File: src/rtl/pipe_rca_adder_pkg.sv
`default_nettype none
// ============================================================================
//  Module   : pipe_adder_pkg
//  Brief    : Shared constants and configuration helpers for pipe_rca_adder.
//  Revision : 1.0 - initial release
// ============================================================================
package pipe_adder_pkg;

    localparam int c_DEF_WIDTH  = 16;
    localparam int c_DEF_STAGES = 4;

    // Bits resolved per pipeline stage.
    function automatic int chunk_w(input int width, input int stages);
        return (stages >= 1) ? (width / stages) : width;
    endfunction

    // Legal configuration: at least one stage, no more stages than bits, even split.
    function automatic bit cfg_ok(input int width, input int stages);
        return (stages >= 1) && (stages <= width) && ((width % stages) == 0);
    endfunction

endpackage
`default_nettype wire

File: src/rtl/pipe_rca_adder_if.sv
`default_nettype none
// ============================================================================
//  Module   : pipe_rca_adder_if
//  Brief    : Operand/result valid-ready bundle for the pipelined adder.
//  Revision : 1.0 - initial release
// ============================================================================
interface pipe_rca_adder_if #(
    parameter int WIDTH = pipe_adder_pkg::c_DEF_WIDTH
);
    logic             in_valid;
    logic             in_ready;
    logic [WIDTH-1:0] a;
    logic [WIDTH-1:0] b;
    logic             cin;
    logic             sub;
    logic             out_valid;
    logic             out_ready;
    logic [WIDTH-1:0] sum;
    logic             cout;
    logic             ovf;

    modport master (
        output in_valid, a, b, cin, sub, out_ready,
        input  in_ready, out_valid, sum, cout, ovf
    );

    modport slave (
        input  in_valid, a, b, cin, sub, out_ready,
        output in_ready, out_valid, sum, cout, ovf
    );
endinterface
`default_nettype wire

File: src/rtl/pipe_rca_adder_slice.sv
`default_nettype none
// ============================================================================
//  Module   : rca_slice
//  Brief    : Combinational W-bit ripple of gate-level full adders.
//  Revision : 1.0 - initial release
// ============================================================================
module rca_slice #(
    parameter int W = 4
) (
    input  wire logic [W-1:0] x,
    input  wire logic [W-1:0] y,
    input  wire logic         ci,
    output logic      [W-1:0] s,
    output logic              co,
    output logic              c_msb_in
);
    logic [W:0] w_c;

    assign w_c[0] = ci;

    for (genvar i = 0; i < W; i++) begin : g_fa
        logic w_p;
        assign w_p      = x[i] ^ y[i];
        assign s[i]     = w_p ^ w_c[i];
        assign w_c[i+1] = (x[i] & y[i]) | (w_p & w_c[i]);
    end

    assign co       = w_c[W];
    // Carry into the top bit is kept so the last stage can derive signed overflow.
    assign c_msb_in = w_c[W-1];

endmodule
`default_nettype wire

File: src/rtl/pipe_rca_adder.sv
`default_nettype none
// ============================================================================
//  Module   : pipe_rca_adder
//  Brief    : Pipelined ripple-carry adder/subtractor, one carry chunk per stage.
//  Revision : 1.0 - initial release
// ============================================================================
module pipe_rca_adder
    import pipe_adder_pkg::*;
#(
    parameter int WIDTH  = c_DEF_WIDTH,
    parameter int STAGES = c_DEF_STAGES
) (
    input wire logic        clk,
    input wire logic        rst_n,
    pipe_rca_adder_if.slave bus
);
    localparam int c_CHUNK = chunk_w(WIDTH, STAGES);

    if (!cfg_ok(WIDTH, STAGES)) begin : g_cfg_check
        $error("pipe_rca_adder: WIDTH must be a multiple of STAGES and STAGES >= 1");
    end

    // Row k holds the beat leaving stage k: pending operand chunks and finished sum chunks.
    logic [STAGES-1:0]  r_vld;
    logic               r_cy  [STAGES];
    logic               r_cm  [STAGES];
    logic [c_CHUNK-1:0] r_pa  [STAGES][STAGES];
    logic [c_CHUNK-1:0] r_pb  [STAGES][STAGES];
    logic [c_CHUNK-1:0] r_sum [STAGES][STAGES];

    logic [c_CHUNK-1:0] w_x  [STAGES];
    logic [c_CHUNK-1:0] w_y  [STAGES];
    logic [c_CHUNK-1:0] w_s  [STAGES];
    logic               w_ci [STAGES];
    logic               w_co [STAGES];
    logic               w_cm [STAGES];
    logic [WIDTH-1:0]   w_bp;
    logic [WIDTH-1:0]   w_sum;
    logic               w_adv;

    assign w_bp         = bus.sub ? ~bus.b : bus.b;
    assign w_adv        = !r_vld[STAGES-1] || bus.out_ready;
    assign bus.in_ready = w_adv;

    for (genvar k = 0; k < STAGES; k++) begin : g_stage
        if (k == 0) begin : g_first
            assign w_x[k]  = bus.a[c_CHUNK-1:0];
            assign w_y[k]  = w_bp[c_CHUNK-1:0];
            // Subtraction forces the carry-in high, completing the two's complement of b.
            assign w_ci[k] = bus.sub | bus.cin;
        end else begin : g_next
            assign w_x[k]  = r_pa[k-1][k];
            assign w_y[k]  = r_pb[k-1][k];
            assign w_ci[k] = r_cy[k-1];
        end

        rca_slice #(
            .W (c_CHUNK)
        ) u_slice (
            .x        (w_x[k]),
            .y        (w_y[k]),
            .ci       (w_ci[k]),
            .s        (w_s[k]),
            .co       (w_co[k]),
            .c_msb_in (w_cm[k])
        );
    end

    always_ff @(posedge clk or negedge rst_n) begin
        if (!rst_n) begin
            r_vld <= '0;
            for (int k = 0; k < STAGES; k++) begin
                r_cy[k] <= 1'b0;
                r_cm[k] <= 1'b0;
                for (int j = 0; j < STAGES; j++) begin
                    r_pa[k][j]  <= '0;
                    r_pb[k][j]  <= '0;
                    r_sum[k][j] <= '0;
                end
            end
        end else if (w_adv) begin
            r_vld[0] <= bus.in_valid;
            r_cy[0]  <= w_co[0];
            r_cm[0]  <= w_cm[0];
            for (int j = 0; j < STAGES; j++) begin
                r_pa[0][j]  <= bus.a[j*c_CHUNK +: c_CHUNK];
                r_pb[0][j]  <= w_bp[j*c_CHUNK +: c_CHUNK];
                r_sum[0][j] <= (j == 0) ? w_s[0] : '0;
            end
            for (int k = 1; k < STAGES; k++) begin
                r_vld[k] <= r_vld[k-1];
                r_cy[k]  <= w_co[k];
                r_cm[k]  <= w_cm[k];
                for (int j = 0; j < STAGES; j++) begin
                    r_pa[k][j]  <= r_pa[k-1][j];
                    r_pb[k][j]  <= r_pb[k-1][j];
                    r_sum[k][j] <= (j == k) ? w_s[k] : r_sum[k-1][j];
                end
            end
        end
    end

    always_comb begin
        w_sum = '0;
        for (int j = 0; j < STAGES; j++) begin
            w_sum[j*c_CHUNK +: c_CHUNK] = r_sum[STAGES-1][j];
        end
    end

    assign bus.out_valid = r_vld[STAGES-1];
    assign bus.sum       = w_sum;
    assign bus.cout      = r_cy[STAGES-1];
    assign bus.ovf       = r_cm[STAGES-1] ^ r_cy[STAGES-1];

endmodule
`default_nettype wire

File: src/flat_wrapper.sv
// flat-port wrapper written by rule: the top's interface ports become plain ports
module pipe_rca_adder_flat import pipe_adder_pkg::*;
#(
    parameter int WIDTH  = c_DEF_WIDTH,
    parameter int STAGES = c_DEF_STAGES
)
  (clk, rst_n, bus_in_valid, bus_a, bus_b, bus_cin, bus_sub, bus_out_ready, bus_in_ready, bus_out_valid, bus_sum, bus_cout, bus_ovf);
  pipe_rca_adder_if #(.WIDTH(WIDTH)) bus_i ();
  input wire logic clk;
  input wire logic rst_n;
  input wire logic [$bits(bus_i.in_valid)-1:0] bus_in_valid;
  input wire logic [$bits(bus_i.a)-1:0] bus_a;
  input wire logic [$bits(bus_i.b)-1:0] bus_b;
  input wire logic [$bits(bus_i.cin)-1:0] bus_cin;
  input wire logic [$bits(bus_i.sub)-1:0] bus_sub;
  input wire logic [$bits(bus_i.out_ready)-1:0] bus_out_ready;
  output wire logic [$bits(bus_i.in_ready)-1:0] bus_in_ready;
  output wire logic [$bits(bus_i.out_valid)-1:0] bus_out_valid;
  output wire logic [$bits(bus_i.sum)-1:0] bus_sum;
  output wire logic [$bits(bus_i.cout)-1:0] bus_cout;
  output wire logic [$bits(bus_i.ovf)-1:0] bus_ovf;
  assign bus_i.in_valid = bus_in_valid;
  assign bus_i.a = bus_a;
  assign bus_i.b = bus_b;
  assign bus_i.cin = bus_cin;
  assign bus_i.sub = bus_sub;
  assign bus_i.out_ready = bus_out_ready;
  assign bus_in_ready = bus_i.in_ready;
  assign bus_out_valid = bus_i.out_valid;
  assign bus_sum = bus_i.sum;
  assign bus_cout = bus_i.cout;
  assign bus_ovf = bus_i.ovf;
  pipe_rca_adder #(.WIDTH(WIDTH), .STAGES(STAGES)) u_core (.clk(clk), .rst_n(rst_n), .bus(bus_i));
endmodule
File: config.mk
export PLATFORM = sky130hd
export DESIGN_NAME = pipe_rca_adder_flat
export DESIGN_NICKNAME = d
export VERILOG_FILES = /design/src/rtl/pipe_rca_adder_pkg.sv /design/src/rtl/pipe_rca_adder_if.sv /design/src/rtl/pipe_rca_adder_slice.sv /design/src/rtl/pipe_rca_adder.sv /design/src/flat_wrapper.sv
export SDC_FILE = /design/constraint.sdc
export NUM_CORES = 1
export LEC_CHECK = 0
export BUFFER_PORTS_ARGS = -buffer_cell sky130_fd_sc_hd__buf_4
export CAP_MARGIN = 20
export CORE_ASPECT_RATIO = 1.1
export CORE_MARGIN = 2
export CORE_UTILIZATION = 62
export CTS_CLUSTER_DIAMETER = 40
export DETAILED_ROUTE_END_ITERATION = 10
export PLACE_DENSITY = 0.82
export SLEW_MARGIN = 15
export SYNTH_ARGS = -nofsm -noshare
export SYNTH_HDL_FRONTEND = slang
export SYNTH_SLANG_ARGS = --single-unit
File: constraint.sdc
create_clock -name clk -period 6.9 [get_ports clk]
set_clock_uncertainty 0.1 [all_clocks]
set_input_delay 0.345 -clock clk [delete_from_list [all_inputs] [get_ports clk]]
set_output_delay 0.345 -clock clk [all_outputs]
set_load 0.02 [all_outputs]
Word level (Yosys, flattened, before mapping):

Index checks and enable logic that the tools add are counted.

* flip-flop bits (word level): 97

* bitwise operators: 83
* muxes and demuxes: 1
* reductions and logical operators: 2

Operator list (count)
* $xor 1x1->1: 33
* $and 1x1->1: 32
* $or 1x1->1: 17
* $mux 16: 1
* $not 16->16: 1
* $logic_not 1->1: 1
* $logic_or 1x1->1: 1

Logic depth before layout (Yosys ltp):

* depth after elaboration: 11
* depth in mapped cells: 9
* mapped depth without buffers: 9

Cells and area by module:

Synthesis repeated with hierarchy kept, for this count alone.

* cell total of the unflattened synthesis: 298
* area, all modules: 4434.3 um^2

By module, submodules not included
* pipe_rca_adder: seq. area each 2427.3 um^2, instances 1, cells each 242, area each 3963.8 um^2
* rca_slice: seq. area each 0.0 um^2, instances 4, cells each 14, area each 117.6 um^2

Least setup slack after synthesis:

Ideal clock, no wire load.

* path type: input -> register
* start point: input bus_sub
* end point: register u_core.r_sum[63] in the netlist's numbering
* arrival time: 2.780 ns
* setup time: 0.125 ns
* cell stages on the path: 9
* slack: 3.895 ns
* path through: buf_2 -> buf_2 -> xnor2_1 -> fa_1 -> fa_1 -> fa_1 -> inv_1 -> fa_1 -> mux2_2

* word-level cells in the longest chain between the ends: 9
* elaborated cells on any way between the ends: 16
* those cells by class: mux (1); bitwise (15)

RTL lines
* start: declaration: line flat_wrapper.sv:15 `input wire logic [$bits(bus_i.sub)-1:0] bus_sub;`
* $mux 16: line pipe_rca_adder.sv:41 `assign w_bp = bus.sub ? ~bus.b : bus.b;`
* $xor 1x1->1: line pipe_rca_adder_slice.sv:23 `assign w_p = x[i] ^ y[i];`
* $and 1x1->1: line pipe_rca_adder_slice.sv:25 `assign w_c[i+1] = (x[i] & y[i]) | (w_p & w_c[i]);`
* $or 1x1->1: line pipe_rca_adder_slice.sv:25
* $and 1x1->1: line pipe_rca_adder_slice.sv:25
* $or 1x1->1: line pipe_rca_adder_slice.sv:25
* $and 1x1->1: line pipe_rca_adder_slice.sv:25
* $or 1x1->1: line pipe_rca_adder_slice.sv:25
* $xor 1x1->1 *: line pipe_rca_adder_slice.sv:24 `assign s[i] = w_p ^ w_c[i];`
* net u_core.g_stage[0].u_slice.s[3]: line pipe_rca_adder_slice.sv:13 `output logic [W-1:0] s,`
* end signal: indexed assignment: line pipe_rca_adder.sv:88 `r_sum[0][j] <= (j == 0) ? w_s[0] : '0;`
* end signal: indexed assignment: line pipe_rca_adder.sv:97 `r_sum[k][j] <= (j == k) ? w_s[k] : r_sum[k-1][j];`
* end: declaration: line pipe_rca_adder.sv:29 `logic [c_CHUNK-1:0] r_sum [STAGES][STAGES];`

The timed path passes the listed nets; every way through them passes the cells marked *.
A chain may end at the register's enable or synchronous reset.

Worst setup path after layout:

* start point: register u_core.r_vld[3]
* end point: output bus_in_ready

* word-level cells in the longest chain between the ends: 2

RTL lines
* start: declaration: line pipe_rca_adder.sv:24 `logic [STAGES-1:0] r_vld;`
* start signal: indexed assignment: line pipe_rca_adder.sv:91 `r_vld[k] <= r_vld[k-1];`
* $logic_not 1->1: line pipe_rca_adder.sv:42 `assign w_adv = !r_vld[STAGES-1] || bus.out_ready;`
* $logic_or 1x1->1: line pipe_rca_adder.sv:42
* end: declaration: line flat_wrapper.sv:17 `output wire logic [$bits(bus_i.in_ready)-1:0] bus_in_ready;`

No other way between the ends.

==> metrics.txt <==
area of the core=a little under 0.007 sq mm; Starting Density=0.630; GRT Overall Usage=0.188; CP max stage delay=between 0.6 and 0.7 ns; Iter 0 DRT Violations=a little under 60; max_cap viols=0; Final Total Pwr=2.10 mW; # port buffers=57; Slowest-stage cell, CP=buf_4; DP Area=around 0.0047 sq mm; critical path data arrival time=around 2.4 ns; Fin. Hold Viols=0; final antenna-violating net count=0; worst path bufs/invs=2; Max-slew headroom=0.471; initial antenna violation count=0; cell count after synthesis=between 200 and 300; Clock Latency Late Sink=0.35 ns; synthesized flop and latch total=97; Die W=around 84 microns; final worst slack=about 4.1 ns; clock slew at reported path FFs=around 0.09 ns; post-route minimum period=2.79 ns; Root Buffer=clkbuf_8; Cell Count Post-Placement=408; cell family with most CP delay=buffers and inverters; CTS tree=done; PD cells=431 mW/mm^2; Setup crit end kind=output pin; Top cell by count, worst path=buf_4; Avg Cell Area, Syn=around 15 sq um; # nets final=389; Synth Net Count=~350; crit path launch type=flop; Area Growth Syn to Fin=12.0%; vias per inst=5.19; CTS buffer count=9; Final Slew Violations=0; # diodes=0; commonest non-fill, non-tap cell in the layout=dfrtp_1; pre-CTS setup slack=between 3 and 4 ns; drt total wl=around 6500 microns; H-Tree Depth=3; most frequent cells in the layout=dfrtp_1 (97), mux2_2 (79), buf_4 (59); final setup fails=0; Top Ports=58; Leak Pwr=roughly 2.2 nW; register area=0.00243 sq mm; vias in the first global route=approximately 2300; Post-Syn Area=~0.0043 sq mm; DRC=0; filler cell count in the final layout=just under 500; via count=about 2200; area occupied by multi-input gates=around 0.0016 sq mm; routability cong.=0.734; first-pass GRT wire length=11300 microns; finished layout cell area=slightly below 0.005 sq mm; slew at the pin closest to its max-slew limit=0.794 ns; post_cts resized=0; Tightest Hold Check Type=in2reg; count of cell types in the netlist=16; Required @ worst endpoint=6.45 ns; largest net degree at the start of global routing=66; die area=0.00769 sq mm; critical path peak fanout=52; clk buf depth=2; status=finished, final reports clean; Detail Placement HPWL=approximately 4500 microns; register area share after synthesis=0.559; row cnt=32; Die Y-Extent=around 92 microns; FMAX=0.358 GHz; fin cells=between 400 and 500; share of layout cells above drive strength 1=0.465; Worst VDD drop=between 200 and 250 uV; setup TNS=0 ns; drt pass-1 iters=4; wire length per cell=15.3 microns; critical path class=reg2out; Ys Warns=0; RSZ-0062 raised after global routing=no; gr ovfl total=0; final period utilization=0.405; Setup Fix Bufs, Post-CTS=0; clk sinks=slightly below 100; CP cell instances=nand2b_4 -> buf_4 -> buf_4
path summary, 6_finish.rpt:
kind                                              from                             end  slack (ns)  cells past startpoint
setup / recovery           u_core.r_vld[3]$_DFFE_PN0P_                    bus_in_ready        4.11                      3
hold / removal                               bus_a[15]     u_core.r_pa[51]$_DFFE_PN0P_        0.12                      2
setup reg to reg           u_core.r_pa[16]$_DFFE_PN0P_  u_core.bus.sum[15]$_DFFE_PN0P_        4.35                      9
hold reg to reg            u_core.r_vld[2]$_DFFE_PN0P_     u_core.r_vld[3]$_DFFE_PN0P_        0.37                      1
max in group asynchronous                        rst_n     u_core.r_pa[52]$_DFFE_PN0P_        5.19                      3
min in group asynchronous                        rst_n    u_core.r_sum[44]$_DFFE_PN0P_        0.36                      2
state kept, by name (all words and copies together) (netlist names):
signal,count
u_core.r_cy,3
u_core.bus.cout,1
u_core.r_vld,4
u_core.r_pa,24
u_core.r_sum,24
u_core.r_cm,1
u_core.r_pb,24
u_core.bus.sum,16
cell families after synthesis:
logic type      synth area share
mux                        0.228
compound gates            0.0104
fa+ha+maj                 0.0738
xor+xnor                  0.0343
buf+inv                   0.0735
simple gates              0.0210
flops                      0.559
cell type report:
| cell class | instances | share of cell area |
|---|---|---|
| Timing Repair Buffer | 60 | 0.0932 |
| Clock inverter | 4 | 0.00566 |
| Tap cell | 85 | 0.0219 |
| Clock buffer | 12 | 0.0319 |
| Sequential cell | 97 | 0.499 |
| Multi-Input combinational cell | 141 | 0.328 |
| Inverter | 26 | 0.0201 |
per-stage QoR:
step | util | hold WS (ns)
6_report | 0.706 | 0.123
5_1_grt | 0.706 | 0.113
2_1_floorplan | - | -0.0506
3_5_place_dp | 0.678 | 0.210
4_1_cts | 0.706 | 0.114
3_3_place_gp | 0.678 | 0.207
report_power, final:
group | internal (mW) | switching [mW]
sequential | 0.824 | 0.144
clock | 0.150 | 0.186
combinational | 0.439 | 0.353
total | 1.41 | 0.683
cell usage after synthesis (all sizes together):
library cell  count  area, sq um
buf              30          221
dfrtp            97         2430
nor3b             9         67.6
mux2             83          950
inv              26         97.6
xnor2             5         43.8
nor2              1         3.75
xor2             12          105
mux2i             4         40.0
fa               16          320
nand2b            2         20.0
a21oi             9         45.0
routing by layer:
metal  up-vias  wire length [microns]  GRT usage  share of wire
met4         0                    109     0.0726          0.017
li1       1027                      -          -              -
met1      1127                   3030      0.274           0.47
met5         -                      0          0              0
met3        10                    217     0.0324          0.033
met2        41                   3160      0.288           0.48
what timing repair did:
action,4_1_cts,5_1_grt
hold endpoints to repair,32,0
hold buffers,1,0
setup endpoints to repair,0,0
Power figures use the tool's default switching activity.
